`src/rtl/fetch_sequencer.sv`:
```
// fetch_sequencer: owns the PC, drives the imem req/ack fetch and holds one instruction for decode
module fetch_sequencer #(
    parameter logic [31:0] RESET_PC = 32'h0000_0000,
    parameter logic [31:0] TRAP_VEC = 32'h0000_0100,
    parameter int          MAX_WAIT = 16
) (
    input  logic        clk,
    input  logic        reset,
    output logic        imem_req,
    output logic [31:0] imem_addr,
    input  logic        imem_ack,
    input  logic [31:0] imem_rdata,
    output logic        instr_valid,
    output logic [31:0] instr_code,
    output logic [31:0] instr_pc,
    input  logic        instr_ready,
    input  logic        redirect_valid,
    input  logic [31:0] redirect_pc,
    input  logic        trap,
    output logic        fetch_fault
);
    localparam int W = $clog2(MAX_WAIT) + 1;
    localparam logic [W-1:0] LAST = W'(MAX_WAIT - 1);

    typedef enum logic [1:0] {IDLE, FETCH, HOLD} state_t;

    state_t       state;
    logic [31:0]  pc;
    logic [W-1:0] wait_cnt;
    logic         timeout;
    logic         aligned;

    assign imem_req  = state == FETCH;
    assign imem_addr = pc;
    assign timeout   = imem_req && !imem_ack && wait_cnt == LAST;
    assign aligned   = redirect_pc[1:0] == 2'b00;

    // Controls win over the datapath in order trap > timeout > redirect; any of them
    // drops into IDLE so the outstanding memory access is cancelled and its ack lost.
    always_ff @(posedge clk or negedge reset) begin
        if (!reset) begin
            state       <= IDLE;
            pc          <= RESET_PC;
            wait_cnt    <= '0;
            instr_valid <= 1'b0;
            instr_code  <= '0;
            instr_pc    <= '0;
            fetch_fault <= 1'b0;
        end else begin
            fetch_fault <= 1'b0;
            if (trap) begin
                pc          <= TRAP_VEC;
                instr_valid <= 1'b0;
                wait_cnt    <= '0;
                state       <= IDLE;
            end else if (timeout) begin
                pc          <= TRAP_VEC;
                fetch_fault <= 1'b1;
                wait_cnt    <= '0;
                state       <= IDLE;
            end else if (redirect_valid) begin
                pc          <= aligned ? redirect_pc : TRAP_VEC;
                fetch_fault <= !aligned;
                instr_valid <= 1'b0;
                wait_cnt    <= '0;
                state       <= IDLE;
            end else begin
                case (state)
                    IDLE: begin
                        wait_cnt <= '0;
                        state    <= FETCH;
                    end
                    FETCH: begin
                        if (imem_ack) begin
                            instr_code  <= imem_rdata;
                            instr_pc    <= pc;
                            instr_valid <= 1'b1;
                            pc          <= pc + 32'd4;
                            state       <= HOLD;
                        end else begin
                            wait_cnt <= &wait_cnt ? wait_cnt : wait_cnt + 1'b1;
                        end
                    end
                    HOLD: begin
                        if (instr_ready) begin
                            instr_valid <= 1'b0;
                            wait_cnt    <= '0;
                            state       <= FETCH;
                        end
                    end
                    default: state <= IDLE;
                endcase
            end
        end
    end
endmodule
```
`config.mk`:
```
export PLATFORM = sky130hd
export DESIGN_NAME = fetch_sequencer
export DESIGN_NICKNAME = d
export VERILOG_FILES = /design/src/rtl/fetch_sequencer.sv
export SDC_FILE = /design/constraint.sdc
export NUM_CORES = 1
export LEC_CHECK = 0
export CORE_AREA = 2 2 97 99
export DETAILED_ROUTE_END_ITERATION = 7
export DIE_AREA = 0 0 99 101
export DONT_BUFFER_PORTS = 1
export GPL_TIMING_DRIVEN = 0
export HOLD_SLACK_MARGIN = 0.05
export PLACE_DENSITY = 0.74
export SETUP_SLACK_MARGIN = 0.15
export SYNTH_ARGS = -nofsm -noshare
export SYNTH_HDL_FRONTEND = slang
export SYNTH_SLANG_ARGS = --single-unit
```
`constraint.sdc`:
```
create_clock -name clk -period 2.1 [get_ports clk]
set_clock_uncertainty 0.1 [all_clocks]
set_input_delay 0 -clock clk [delete_from_list [all_inputs] [get_ports clk]]
set_output_delay 0 -clock clk [all_outputs]
set_load 0.02 [all_outputs]
```
; ---- After elaboration in Yosys (flattened, before gate mapping)
; Cells that the tools add are included.
[totals]
mem_bits_ro = 0
output_inout_bits = 99
ram_bits = 0
mem_count = 0
latch_bits = 0
wordCells = 66
regBits = 105
[classes]
eq_ne = 10
bitwise = 3
addsub = 2
n_shift = 0
n_reduce_logical = 16
mul = 0
magnitude_cmp = 0
n_mux = 28
div_mod_pow = 0
[op_table]
columns = cell, count
row1 = $mux 32, 6
row2 = $add 32x3->32 const B, 1
row3 = $mux 5, 6
row4 = $pmux 5 s3, 1
row5 = $reduce_bool 4->1, 3
row6 = $mux 2, 5
row7 = $ne 5x5->1 const B, 2
row8 = $reduce_and 5->1, 2
row9 = $mux 1, 8
row10 = $reduce_and 4->1, 2
row11 = $pmux 2 s3, 1
row12 = $reduce_bool 6->1, 1
row13 = $add 5x1->5 const B, 1
row14 = $eq 5x4->1 const B, 1
row15 = $ne 5x1->1 const B, 1
row16 = $ne 5x2->1 const B, 1
row17 = $logic_not 2->1, 2
row18 = $ne 4x1->1 const B, 1
row19 = $ne 4x4->1 const B, 1
row20 = $reduce_and 2->1, 2
row21 = $not 1->1, 3
row22 = $eq 2x1->1 const B, 1
row23 = $eq 2x2->1 const B, 1
row24 = $logic_and 1x1->1, 2
row25 = other kinds (3), 4

; ---- Depth between registers and ports, before layout
; Gate-level depths: netlist of the first run.
[depth]
depth_word = 7
mapped_depth = 10

; ---- Least setup slack after synthesis of the first run
; No wires, ideal clock.
[synth_path]
kind = register to register
start = register wait_cnt[0]
end = register pc[29], in the netlist imem_addr[29]
setup_slack_ps = -179
synth_period_minus_slack_ps = 2279
required_time_ps = 1924
path_buffers = 2
path_stages_with_launch = 11
arrival_ps = 2103
path_cell_list = dfrtp_1 > ha_1 > and3_1 > ha_1 > and3b_1 > o32ai_2 > and3_1 > buf_2 > buf_4 > a22oi_1 > o21ai_1
[synth_between]
elab_chain_len = 4
[synth_lines]
columns = item, line_no
row1 = "start, declared", 29  ; logic [W-1:0] wait_cnt;
row2 = "start signal, assigned", 81  ; wait_cnt <= &wait_cnt ? wait_cnt : wait_cnt + 1'b1;
row3 = $eq 5x4->1 (*), 35  ; assign timeout = imem_req && !imem_ack && wait_cnt == LAST;
row4 = $logic_and 1x1->1 (*), 35
row5 = $reduce_bool 4->1 (no line) or $mux 32 (tied branches), n/a
row6 = $reduce_and 2->1 (no line) or $mux 32 (tied branches), n/a
row7 = "end signal, assigned", 62  ; pc <= aligned ? redirect_pc : TRAP_VEC;
row8 = "end signal, assigned", 78  ; pc <= pc + 32'd4;
row9 = "end, declared", 28  ; logic [31:0] pc;
; Mark *: on every way between the ends. The rest lies on a longest branch, timed or not.
; A chain may end at the register's enable or synchronous reset.

; ---- Worst setup path in the final report of the first run
[layout_path]
start = register wait_cnt[0]
end = register pc[14], in the netlist imem_addr[14]
; Same word-level chain as after synthesis.

==> results of run 1 <==
## flip-flops by register name (all words and copies together) (netlist names)
| register | cells |
|---|---|
| instr_valid | 1 |
| fetch_fault | 1 |
| instr_code | 32 |
| instr_pc | 32 |
| state | 2 |
| imem_addr | 32 |
| wait_cnt | 5 |
## stage by stage
step | hold WS [ns] | TNS [ns]
finish | -0.7738 | -1.880
global route | -0.7984 | -4.155
CTS | -0.7972 | -1.487
detailed placement | -0.3935 | -11.45
global placement | -0.3935 | -8.443
floorplan | -0.3956 | -0.4003
## worst max-delay path by stage
stage	start	endpoint	slack [ns]	cells after the start
floorplan	wait_cnt[0]$_DFFE_PN0P_	imem_addr[29]$_DFFE_PN0P_	-0.06	10
global placement	wait_cnt[1]$_DFFE_PN0P_	imem_addr[20]$_DFFE_PN0P_	-0.29	10
detailed placement	wait_cnt[0]$_DFFE_PN0P_	imem_addr[14]$_DFFE_PN0P_	-0.35	10
CTS	wait_cnt[0]$_DFFE_PN0P_	imem_addr[14]$_DFFE_PN0P_	-0.09	10
global route	wait_cnt[0]$_DFFE_PN0P_	imem_addr[14]$_DFFE_PN0P_	-0.24	10
finish	wait_cnt[0]$_DFFE_PN0P_	imem_addr[14]$_DFFE_PN0P_	-0.15	10
## synthesized netlist by cell type (4+ instances only)
master / instances
sky130_fd_sc_hd__dfrtp_1: 105
sky130_fd_sc_hd__buf_2: 17
sky130_fd_sc_hd__o21ai_0: 26
sky130_fd_sc_hd__xor2_1: 8
sky130_fd_sc_hd__o21ai_1: 7
sky130_fd_sc_hd__a22oi_1: 7
sky130_fd_sc_hd__nand2_1: 231
sky130_fd_sc_hd__a21oi_1: 17
sky130_fd_sc_hd__nand4_1: 7
sky130_fd_sc_hd__clkbuf_1: 11
sky130_fd_sc_hd__and3_1: 7
sky130_fd_sc_hd__nor2_1: 15
sky130_fd_sc_hd__o211ai_1: 6
sky130_fd_sc_hd__ha_1: 4
sky130_fd_sc_hd__a22o_1: 10
sky130_fd_sc_hd__nor3_1: 4
sky130_fd_sc_hd__xnor2_1: 4
sky130_fd_sc_hd__nand3_1: 22
sky130_fd_sc_hd__inv_1: 8
## area by class of cell
cell class	instances	area (µm²)
flip-flops and latches	105	2639
fillers	637	2460
multi-input cells	420	2387
repair buffers	90	903.4
plain buffers	31	217.7
clock buffers	11	141.4
well taps	111	138.9
clock inverters	4	53.80
inverters	9	36.28
## routing by layer
metal  part of all wire [%]  track usage, %  vias up
li1                       -               -     2086
met5                      0               0        -
met3                    7.8           6.935       23
met4                    1.8           10.75        0
met2                     51           48.54      191
met1                     39           35.26     2187
## cell usage in the layout, fill, tap and decap left out, drive strengths merged, types with 2 or more instances in the layout
cell / synthesis / final
o311ai: 2 / 2
nor2: 16 / 16
nand2b: 3 / 3
o211ai: 6 / 6
dfrtp: 105 / 105
or3: 2 / 2
nor2b: 3 / 3
a31oi: 3 / 3
xor2: 8 / 8
and2: 3 / 3
a22oi: 7 / 7
nor3: 5 / 5
o21ai: 33 / 33
a32o: 2 / 2
clkinvlp: 0 / 2
and4: 2 / 2
nand3: 22 / 22
and3: 7 / 7
or4: 2 / 2
nor4: 2 / 2
a21o: 2 / 2
a21oi: 17 / 17
inv: 9 / 9
nand2: 231 / 231
a22o: 10 / 10
buf: 20 / 39
clkbuf: 11 / 24
xnor2: 4 / 4
ha: 4 / 4
o21a: 2 / 2
dlygate4sd3: 0 / 69
nand4: 9 / 9
## kinds of logic after synthesis
logic type                 after synthesis  share of synthesized area (%)
AOI/OAI and AO/OA                       92                          12.02
xor gates and xnor gates                12                          2.126
adders and majority gates                4                          1.012
buffers and inverters                   40                          3.695
DFF                                    105                          53.15
muxes                                    1                         0.2278
and+or+nand+nor                        311                          27.77
## worst max-delay path, stage by stage, from the launching register on
cell                       delay (ns)
sky130_fd_sc_hd__dfrtp_1         0.40
sky130_fd_sc_hd__ha_2            0.20
sky130_fd_sc_hd__and3_4          0.18
sky130_fd_sc_hd__ha_4            0.15
sky130_fd_sc_hd__and3b_2         0.22
sky130_fd_sc_hd__o32ai_4         0.23
sky130_fd_sc_hd__and3_4          0.23
sky130_fd_sc_hd__buf_8           0.14
sky130_fd_sc_hd__buf_8           0.12
sky130_fd_sc_hd__nand2_2         0.05
sky130_fd_sc_hd__o211ai_1        0.12
## repair_timing
action,CTS,global route
cloned,1,2
buffers inserted,12,6
resized for setup,49,44
endpoints found under the hold margin,180,105
endpoints found under the setup margin,96,95
pin swaps,7,7
## power groups by stage
stage	Combinational, mW	Sequential [mW]	Clock [mW]
2_1_floorplan	0.240	2.60	0
3_3_place_gp	0.283	2.64	0
3_5_place_dp	0.302	2.65	0
4_1_cts	0.449	2.61	1.29
5_1_grt	0.544	2.64	1.36
6_report	0.487	2.62	1.25
==> flow_results.org, run 1 <==
** STA
- For this run, the top clock speed supported by timing is around 0.45 GHz.
- Setup violations remaining at the end of the flow were counted as 22.
- Transition at the pin with the smallest max-transition slack :: around 0.56 ns
- The number of hold violations in the final report was ~110.
- Setup repair after global routing could not meet its margin everywhere.
- Hold timing on the final database bottoms out at a slack of -0.7738 ns.
- Counting I/O delays and the setup requirement, the final critical path takes roughly 2.2 ns.
- Max-slew headroom :: between 60% and 70%
- Number of max-slew violations in the final report :: 0
- In the finished design, the share of the clock period the worst path needs comes to 107.0%.
- Crit path setup slack, layout :: -0.1470 ns

** Clocking
- For this design, the sink count on the clock tree is between 100 and 150.
- Number of H-tree branching levels :: 3
- Buffers inserted to repair hold after CTS numbered 69.
- Clock tree synthesis selected as its root buffer the cell sky130_fd_sc_hd__clkbuf_8.
- Clock latency on the worst-skew pair, taken at its later pin, is 0.36 ns.
- CTS tree :: built
- Clock-pin slew was measured on the worst setup and hold paths at 0.10 ns.
- The clock passes through at most 2 buffers.
- Counting the buffers created by CTS gives 9.

** Synthesis
- Cell count after synthesis :: around 570
- Counting flops and latches in the post-synthesis netlist gives between 100 and 150.
- For this run, the number of Yosys warnings is 0.
- In the synthesized netlist the async set-or-reset flop fraction comes to between 90% and 100%.
- Number of unique standard cell types used by synthesis :: 50
- Of all cell types, the one taking the most synthesized area is sky130_fd_sc_hd__dfrtp_1.
- After synthesis, flip-flops and latches occupy 53.15% of the total area.
- Synth top area share :: a little over half
- Commonest register cell after synthesis :: sky130_fd_sc_hd__dfrtp_1
- The cell area that synthesis handed to floorplanning was roughly 0.0049 mm².
- When the netlist entered floorplanning its net count stood at around 640.
- Mean instance size in the synthesized netlist :: 8.750 µm²
- Synth top area cells :: sky130_fd_sc_hd__dfrtp_1 53%, sky130_fd_sc_hd__nand2_1 18%, sky130_fd_sc_hd__o21ai_0 2.6%, sky130_fd_sc_hd__nand3_1 2.2%, sky130_fd_sc_hd__a22o_1 1.8%
- Count of flip-flops with a built-in enable after synthesis :: 0

** Critical path
- Highest fanout seen on the critical path :: 5
- WP data required :: ~2.3 ns
- In this run the critical register-to-register path is captured at imem_addr[14]$_DFFE_PN0P_.
- The setup check on the worst reg-to-reg path leaves a slack of -0.15 ns.
- The worst register-to-register path has a depth of 10.
- The worst setup path is of the flip-flop to flip-flop kind.
- Critical path arrival :: roughly 2.4 ns
- The worst setup path is captured at a flip-flop.
- The worst register-to-register path begins at wait_cnt[0]$_DFFE_PN0P_.
- Launching element type of the critical path :: flip-flop

** GRT
- Entering global routing, the biggest net connects roughly 110 pins.
- Congestion Overflow GR :: 0
- Global routing used between 20% and 30% of the available tracks.
- The number of global-route vias before repair came to 4496.
- Global-route wire length before repair :: between 20000 and 25000 µm
- The initial antenna violation count was 0.

** Die
- Effective utilization at floorplan :: a little under three fifths
- DIE HEIGHT :: slightly above 100 µm
- In this run the count of I/O pins placed on the die edge is between 150 and 200.
- Number of placement rows :: 35
- The die covers 0.009999 mm².
- After floorplanning, the core was sized to cover about 0.0090 mm².
- Die X-Extent :: between 90 and 100 µm

** Power and ir drop
- Net switching share of the total power :: a little under a third
- Per report_power, the combinational group accounts for ~11% of the total.
- Sequential share of power :: roughly three fifths
- Maximum vdd drop :: between 300 and 400 µV
- The internal portion of the total power is between 3 and 4 mW.
- Pwr per Cell Area :: around 670 mW/mm²
- Summed over all cells, the static leakage comes to around 3.1 nW.
- Overall power consumption after layout is estimated at between 4 and 5 mW.
- Clock power frac :: between 20% and 30%
- Summed over all nets, the switching power comes to 1.315 mW.

** Routing
- Vias per cell :: approximately 5.7
- Number of DRC violations after detailed routing :: 0
- After detailed routing, the average wire length per cell comes to between 15 and 20 µm.
- Number of violations reported at the end of detailed-routing iteration 0 :: approximately 220
- Initial DRT Pass Iterations :: 5
- Routed vias :: 4487
- Post-detailed-routing wire length :: ~14000 µm
- In this run the remaining antenna-violating nets after routing total 0.

** Final layout
- Net total in the final layout :: 740
- Once layout is complete, the cells apart from fillers number ~780.
- The number of antenna diodes in the final layout is 0.
- Fin area :: roughly 0.0065 mm²
- Relative to the synthesized area, the layout overhead comes to 31.84%.
- The post-route netlist has roughly 18% of its cells at a drive strength greater than 1.
- Final core utilization :: between 70% and 80%

** Place
- The placed instances occupy a cell area of 0.005121 mm².
- Post-placement worst setup slack :: -0.3469 ns
- Weighted congestion at the end of routability-driven global placement :: roughly 0.91
- Buffers placed on the I/O ports in this run total 0.
- Sum of net half-perimeters after detailed placement :: ~9000 µm
- In this run, placement finished with an instance count of slightly below 700.

** Min path
- HP Class :: primary input to async pin

** Job
- Max capacitance violation total :: 0

** Run status
- The final reports fail on hold timing, setup timing.
- Run status :: finished with violations
(Power assumes the default switching activity.)
==> run 2: changes to the inputs <==
--- a/config.mk
+++ b/config.mk
@@ -13,6 +13,7 @@
 export HOLD_SLACK_MARGIN = 0.05
 export PLACE_DENSITY = 0.74
 export SETUP_SLACK_MARGIN = 0.15
+export SLEW_MARGIN = 15
 export SYNTH_ARGS = -nofsm -noshare
 export SYNTH_HDL_FRONTEND = slang
 export SYNTH_SLANG_ARGS = --single-unit
==> constraint.sdc (replaced) <==
create_clock -name clk -period 2.1 [get_ports clk]
set_clock_uncertainty 0.1 [all_clocks]
set_input_delay 0.42 -clock clk [delete_from_list [all_inputs] [get_ports clk]]
set_output_delay 0.42 -clock clk [all_outputs]
set_load 0.02 [all_outputs]
==> run 2 against run 1 <==
Die area stayed put. Highest routed layer unchanged. Sequential share of layout area rose by 4.8 points. Cell area down 11%. Critical path depth unchanged. Cell count fell by 8.5%. First-iteration DRC count fell by 6.0%. Clock-buffer cell count unchanged. Core utilization decreased by 7.7 points. Wire length is 8.9% lower. The run still ends with hold timing, setup timing left.
==> flow_results.org, run 2 (same netlist as run 1, synthesis figures left out) <==
** Run status
- The flow ran to the end, but the final reports show violations.
- Violated checks :: hold timing, setup timing

** Final layout
- Count of non-filler cells in the finished layout :: 715
- Counting the fill cells in the layout gives 746.
- For this run, the post-layout net count is just under 700.
- The library cell used most frequently in the layout, excluding fill and tap cells, is sky130_fd_sc_hd__nand2_1.
- Area growth syn-to-layout :: 17.79%
- Share of layout cells above drive strength 1 :: a little under a fifth
- Commonest cells after routing, fill and taps aside :: 221 x sky130_fd_sc_hd__nand2_1, 97 x sky130_fd_sc_hd__dfrtp_1, 22 x sky130_fd_sc_hd__o21ai_0
- Final core utilization :: between 60 and 70%
- Antenna cells :: 0

** Routing
- Summed over all layers, the routed wires come to 13110 µm.
- Vias per cell :: just under 6
- The first detailed-routing pass took 4 iterations.
- The routed layout has roughly 4200 vias.
- Number of routed nets with antenna violations :: 0
- The detailed router finished its first iteration with around 200 violations.
- Routed WL per cell :: between 15 and 20 µm
- Number of DRC violations after detailed routing :: 0

** STA
- Based on the critical path, the design can be clocked at up to between 0.4 and 0.5 GHz.
- Transition at the pin with the smallest max-transition slack :: about 0.53 ns
- Setup violations remaining at the end of the flow were counted as 22.
- Setup repair after global routing missed its margin :: true
- Final count of hold timing violations :: between 100 and 150
- The final number of max-transition violations came to 0.
- The routed design could run at a clock period as short as between 2 and 2.5 ns.
- After layout, the worst path uses 104.4% of the clock period.
- Hold timing on the final database bottoms out at a slack of -0.3573 ns.
- Crit path setup slack, layout :: -0.09223 ns
- Headroom to the max-slew limit came out at roughly 64%.

** Clocking
- The number of clock buffers added by TritonCTS is 9.
- Clock root buffer master :: sky130_fd_sc_hd__clkbuf_8
- Clock slew seen by the registers of the worst setup and hold paths :: 0.10 ns
- Number of H-tree branching levels :: 3
- The number of hold buffers added after CTS was 7.
- In this run the deepest clock path goes through 2 buffers.
- CTS tree :: built
- The clock net in this run drives a total of around 110 sinks.
- Clock latency on the worst-skew pair, taken at its later pin, is ~0.36 ns.

** Critical path
- Buffers plus inverters on the worst setup path :: 2
- In this run the register-to-register setup slack is -0.09 ns.
- Data on the critical path arrives at its endpoint at between 2 and 2.5 ns.
- Slowest Stage Delay on Critical Path :: ~0.40 ns
- Cell with the largest stage delay on the worst path :: sky130_fd_sc_hd__dfrtp_1
- Along the worst path, the maximum fanout reaches 5.
- STA classifies the critical path startpoint as a flip-flop.
- Ordered list of cells on the worst path :: ha_2, and3_4, ha_4, and3b_2, o32ai_4, and3_1, buf_6, buf_8, nand2_2, o211ai_1
- The worst setup path is captured at a flip-flop.
- Category of cells accounting for the largest share of critical-path delay :: simple AND/OR/NAND/NOR gates
- The worst setup path is of the flip-flop to flip-flop kind.
- WP data required :: 2.28 ns

** Die
- The total area inside the core boundary comes to ~0.0090 mm².
- DIE HEIGHT :: 101 µm
- Area enclosed by the die boundary :: approximately 0.010 mm²
- Effective utilization at floorplan :: between 50 and 60%
- Measured along the x axis, the die boundary spans between 90 and 100 µm.
- Top-level port count :: about 170
- After floorplanning, the core was divided into 35 placement rows.

** GRT
- Entering global routing, the biggest net connects 106 pins.
- Number of antenna violations at the first check in global routing :: 0
- Vias in the first global route :: around 4100
- Global-route wire length before repair :: 20780 µm
- Congestion Overflow GR :: 0
- Overall global routing resource usage :: roughly a quarter

** Place
- Detailed placement finished with a half-perimeter wire length of approximately 9000 µm.
- Post-placement worst setup slack :: -0.3469 ns
- Number of port buffers :: 0
- Counting tap cells, the placed design contains a total of between 600 and 700 instances.
- The congestion estimate from routability-driven global placement came to about 0.91.

** Min path
- HP Class :: primary input to async pin

** Power and ir drop
- Across the VDD grid, the largest voltage drop is 342.4 µV.
- In this run the power density over the cells is between 700 and 800 mW/mm².
- Leakage power summed over all cells :: approximately 2.9 nW

** Job
- Max capacitance violation total :: 0
[run 2: cell count changes in the layout (fill, tap and decap cells not counted), moves of 2 or more]
cell / before / now
sky130_fd_sc_hd__dlygate4sd3_1: 69 / 7
sky130_fd_sc_hd__buf_4: 20 / 16
sky130_fd_sc_hd__nand2_2: 3 / 6
sky130_fd_sc_hd__nand2_1: 223 / 221
sky130_fd_sc_hd__nor2_1: 12 / 14
sky130_fd_sc_hd__o21ai_0: 24 / 22
sky130_fd_sc_hd__o21ai_1: 7 / 9
[run 2: worst reg2reg max path, cell delays in order (launching register included)]
cell	delay, ns
sky130_fd_sc_hd__dfrtp_1	0.40
sky130_fd_sc_hd__ha_2	0.20
sky130_fd_sc_hd__and3_4	0.18
sky130_fd_sc_hd__ha_4	0.15
sky130_fd_sc_hd__and3b_2	0.22
sky130_fd_sc_hd__o32ai_4	0.23
sky130_fd_sc_hd__and3_1	0.21
sky130_fd_sc_hd__buf_6	0.15
sky130_fd_sc_hd__buf_8	0.14
sky130_fd_sc_hd__nand2_2	0.05
sky130_fd_sc_hd__o211ai_1	0.08
[run 2: routing by layer]
metal	global-route usage, %	part of all wire (%)	vias up
li1	-	-	1962
met1	33.08	41	2005
met2	43.66	48	176
met3	7.212	8.6	24
met4	9.168	2.4	0
met5	0	0	-
[run 2: repair_timing]
item | CTS | global route
setup buffers | 12 | 4
pin swaps | 7 | 3
cloned | 1 | 0
endpoints found under the hold margin | 113 | 105
endpoints found under the setup margin | 96 | 95
gates resized for setup | 49 | 35
[run 2: area by class of cell]
class / instances / area, µm² / share of cell area (%)
buffer: 31 / 205.2 / 3.524
clock buffer: 11 / 141.4 / 2.428
clock inverter: 4 / 53.80 / 0.9239
inverter: 9 / 36.28 / 0.6231
multi-input combinational: 420 / 2372 / 40.74
sequential: 105 / 2638 / 45.29
tap: 111 / 138.9 / 2.385
timing repair buffer: 24 / 237.7 / 4.083
[run 2: worst paths after layout]
| check | to | cells past startpoint | startpoint |
|---|---|---|---|
| worst max-delay path | imem_addr[14]$_DFFE_PN0P_ | 10 | wait_cnt[0]$_DFFE_PN0P_ |
| worst min-delay path | instr_code[2]$_DFFE_PN0P_ | 0 | reset |
| worst max register to register | imem_addr[14]$_DFFE_PN0P_ | 10 | wait_cnt[0]$_DFFE_PN0P_ |
| worst min register to register | wait_cnt[2]$_DFFE_PN0P_ | 1 | wait_cnt[2]$_DFFE_PN0P_ |
| max in group asynchronous | imem_addr[10]$_DFFE_PN0P_ | 0 | reset |
| min in group clk | instr_code[28]$_DFFE_PN0P_ | 2 | imem_rdata[28] |
[run 2: stage by stage]
step	power [mW]	TNS, ns	hold slack, ns	area [µm²]
after floorplan	2.841	-0.4003	0.02441	4982
after detailed placement	2.952	-14.23	0.02649	5121
final	4.221	-1.608	-0.3573	5823
after CTS	4.247	-1.480	-0.3772	5698
after global placement	2.926	-11.46	0.02652	5121
after global routing	4.402	-4.237	-0.3779	5823
[run 2: power breakdown]
part	internal, mW	total (mW)	switching [mW]
Sequential	2.21	2.61	0.399
Combinational	0.154	0.355	0.201
Clock	0.581	1.26	0.675
==> run 3: changes to the inputs <==
--- a/config.mk
+++ b/config.mk
@@ -5,13 +5,12 @@
 export SDC_FILE = /design/constraint.sdc
 export NUM_CORES = 1
 export LEC_CHECK = 0
-export CORE_AREA = 2 2 97 99
+export CORE_AREA = 2 2 108 110
 export DETAILED_ROUTE_END_ITERATION = 7
-export DIE_AREA = 0 0 99 101
+export DIE_AREA = 0 0 110 112
 export DONT_BUFFER_PORTS = 1
 export GPL_TIMING_DRIVEN = 0
 export HOLD_SLACK_MARGIN = 0.05
-export PLACE_DENSITY = 0.74
 export SETUP_SLACK_MARGIN = 0.15
 export SLEW_MARGIN = 15
 export SYNTH_ARGS = -nofsm -noshare
==> run 3 against run 2 <==
The flow still finishes with violations (hold timing, setup timing). Global-route usage down 4.2 points. Critical path depth unchanged. Highest routed layer unchanged. Sequential power about the same. Cell count up 3.9%. Combinational power down 3%. Critical path type unchanged. First-iteration DRC count up 22%. Wire length up 3.2%. Via count down 2.1%. Cell area down 0.45%. Hold slack better by 0.024 ns.
==> flow_results.org, run 3 (same netlist as run 1, synthesis figures left out) <==
** Clocking
- In this run the deepest clock path goes through 2 buffers.
- Insertion delay of the later-clocked pin in the worst-skew pair :: about 0.34 ns
- Total clock buffers created by CTS :: 9
- TritonCTS built the clock tree.
- Clock root buffer master :: sky130_fd_sc_hd__clkbuf_16
- After clock tree synthesis, the clock-pin slew on the worst setup and hold paths is 0.07 ns.
- Counting every sink on the clock net gives around 110.
- Post-CTS Hold Fix Bufs :: 1
- Number of H-tree branching levels :: 3

** GRT
- After global routing the overflow that remains totals 0.
- Global-route wire length before repair :: approximately 21000 µm
- In the global route stage, overall resource usage came out at between 20% and 30%.
- The number of global-route vias before repair was between 4000 and 5000.
- Number of antenna violations at the first check in global routing :: 0
- Entering global routing, the biggest net connects 106 pins.

** Power and ir drop
- Overall power consumption after layout is estimated at approximately 4.6 mW.
- Leakage power summed over all cells :: 2.807 nW
- Maximum vdd drop :: ~420 µV
- Power spread over the standard cell area amounts to 801.3 mW/mm².

** Critical path
- Critical path arrival :: 2.36 ns
- Along the worst path, the maximum fanout reaches 10.
- Ordered list of cells on the worst path :: ha_2, and3_4, ha_4, and3b_1, o32ai_4, and3_1, buf_6, buf_8, nand2_1, o211ai_1
- Worst Setup Path Type :: flip-flop to flip-flop
- The worst setup path is launched from a flip-flop.
- CP Capture Type :: flip-flop
- The slowest stage of the critical path belongs to the cell sky130_fd_sc_hd__dfrtp_1.
- The largest single stage delay on the critical path is about 0.38 ns.
- WP data required :: between 2 and 2.5 ns

** Routing
- Number of routed nets with antenna violations :: 0
- Summed over all layers, the routed wires come to 13520 µm.
- Number of DRC violations after detailed routing :: 0
- Vias per cell :: between 5 and 6
- Across all layers, the routed design uses 4078 vias.
- In the final routed layout, each cell accounts on average for between 15 and 20 µm.
- Initial DRT Pass Iterations :: 4
- Number of violations reported at the end of detailed-routing iteration 0 :: ~250

** STA
- In this run the tightest slew margin relative to its limit is 63.63%.
- The final number of max-transition violations is 0.
- Final worst-path cycle share :: 104.9%
- Final count of negative-setup-slack endpoints :: 22
- Final critical delay including setup and external delays :: 2.204 ns
- Hold timing on the final database bottoms out at a slack of -0.3329 ns.
- Max Freq :: about 0.45 GHz
- Final count of hold timing violations :: 105
- Setup repair after global routing missed its margin :: true
- Transition at the pin with the smallest max-transition slack :: around 0.55 ns
- Crit path setup slack, layout :: -0.1037 ns

** Final layout
- Cells fill between 50% and 60% of the core in the end.
- In the layout the commonest cells are 231 x sky130_fd_sc_hd__nand2_1, 93 x sky130_fd_sc_hd__dfrtp_1, 24 x sky130_fd_sc_hd__o21ai_0.
- Fill cells in the final layout number 1045.
- Area growth syn-to-layout :: 17.26%
- Antenna cells :: 0
- Most frequent standard cell in the layout excluding fill and tap cells :: sky130_fd_sc_hd__nand2_1
- Fin area :: roughly 0.0058 mm²
- Of the cells placed in the final design, the portion with a size suffix greater than 1 is 15.00%.
- At the end of the flow, the number of nets in the layout was ~670.

** Run status
- Run status :: finished with violations
- Violated checks :: hold timing, setup timing

** Place
- The count of buffers added on input and output ports is 0.
- The congestion estimate from routability-driven global placement came to between 0.8 and 0.9.
- Total placed instance area :: between 0.005 and 0.006 mm²
- Detailed placement finished with a half-perimeter wire length of approximately 9600 µm.

** Die
- Number of placement rows :: 39
- Pin placement for this block handled approximately 170 I/O pins.
- Core Footprint :: ~0.011 mm²
- The die is between 100 and 150 µm tall.
- The die is about 110 µm wide.
- Area enclosed by the die boundary :: ~0.012 mm²
- Effective utilization at floorplan :: between 40 and 50%

** Min path
- HP Class :: primary input to async pin

** Job
- Max capacitance violation total :: 0
-- run 3: routing by layer --
metal / track usage, % / wire length, µm
met5: 0 / 0
met4: 8.692 / 250
met1: 27.47 / 5621
met2: 35.71 / 6536
met3: 6.323 / 1115
-- run 3: worst paths after layout --
| path | slack, ns | startpoint | cells after the start | end |
|---|---|---|---|---|
| worst min register to register | 0.42 | wait_cnt[4]$_DFFE_PN0P_ | 2 | wait_cnt[4]$_DFFE_PN0P_ |
| max in group asynchronous | 2.08 | reset | 0 | imem_addr[14]$_DFFE_PN0P_ |
| worst max register to register | -0.10 | wait_cnt[1]$_DFFE_PN0P_ | 10 | imem_addr[20]$_DFFE_PN0P_ |
| worst max-delay path | -0.10 | wait_cnt[1]$_DFFE_PN0P_ | 10 | imem_addr[20]$_DFFE_PN0P_ |
| worst min-delay path | -0.33 | reset | 0 | instr_code[12]$_DFFE_PN0P_ |
| min in group clk | 0.08 | imem_rdata[31] | 2 | instr_code[31]$_DFFE_PN0P_ |
-- run 3: worst max-delay path, delay by kind of cell, from the launching register on --
kind	cells	cell delay [ns]
AO/OA/AOI/OAI	2	0.34
adder cells (fa/ha/maj)	2	0.35
buffers and inverters	2	0.28
flip-flops	1	0.38
AND/OR/NAND/NOR	4	0.66
-- run 3: area by class of cell --
type,count,area [µm²],area share (%)
plain buffers,30,196.4,3.389
clock buffers,11,242.7,4.187
clock inverters,5,55.05,0.9497
inverters,9,36.28,0.6259
multi-input cells,420,2251,38.83
flip-flops and latches,105,2643,45.59
well taps,143,178.9,3.087
repair buffers,20,193.9,3.346
-- run 3: timing repair --
| action | 4_1_cts | 5_1_grt |
|---|---|---|
| hold endpoints to repair | 107 | 105 |
| resized for setup | 27 | 19 |
| pin swaps | 5 | 7 |
| setup buffers | 13 | 6 |
| setup endpoints to repair | 96 | 89 |
-- run 3: stage by stage --
stage / instances / TNS [ns] / setup WS [ns]
after floorplan: 565 / -0.4003 / -0.05760
after CTS: 738 / -0.9654 / -0.09361
final: 743 / -1.353 / -0.1037
after global routing: 743 / -3.270 / -0.1767
after global placement: 708 / -14.97 / -0.3285
after detailed placement: 708 / -16.75 / -0.3861
-- run 3: where the power goes --
part           switching, mW  internal [mW]
clock network          0.734          0.954
registers              0.401           2.21
logic                  0.196          0.148
total                   1.33           3.31
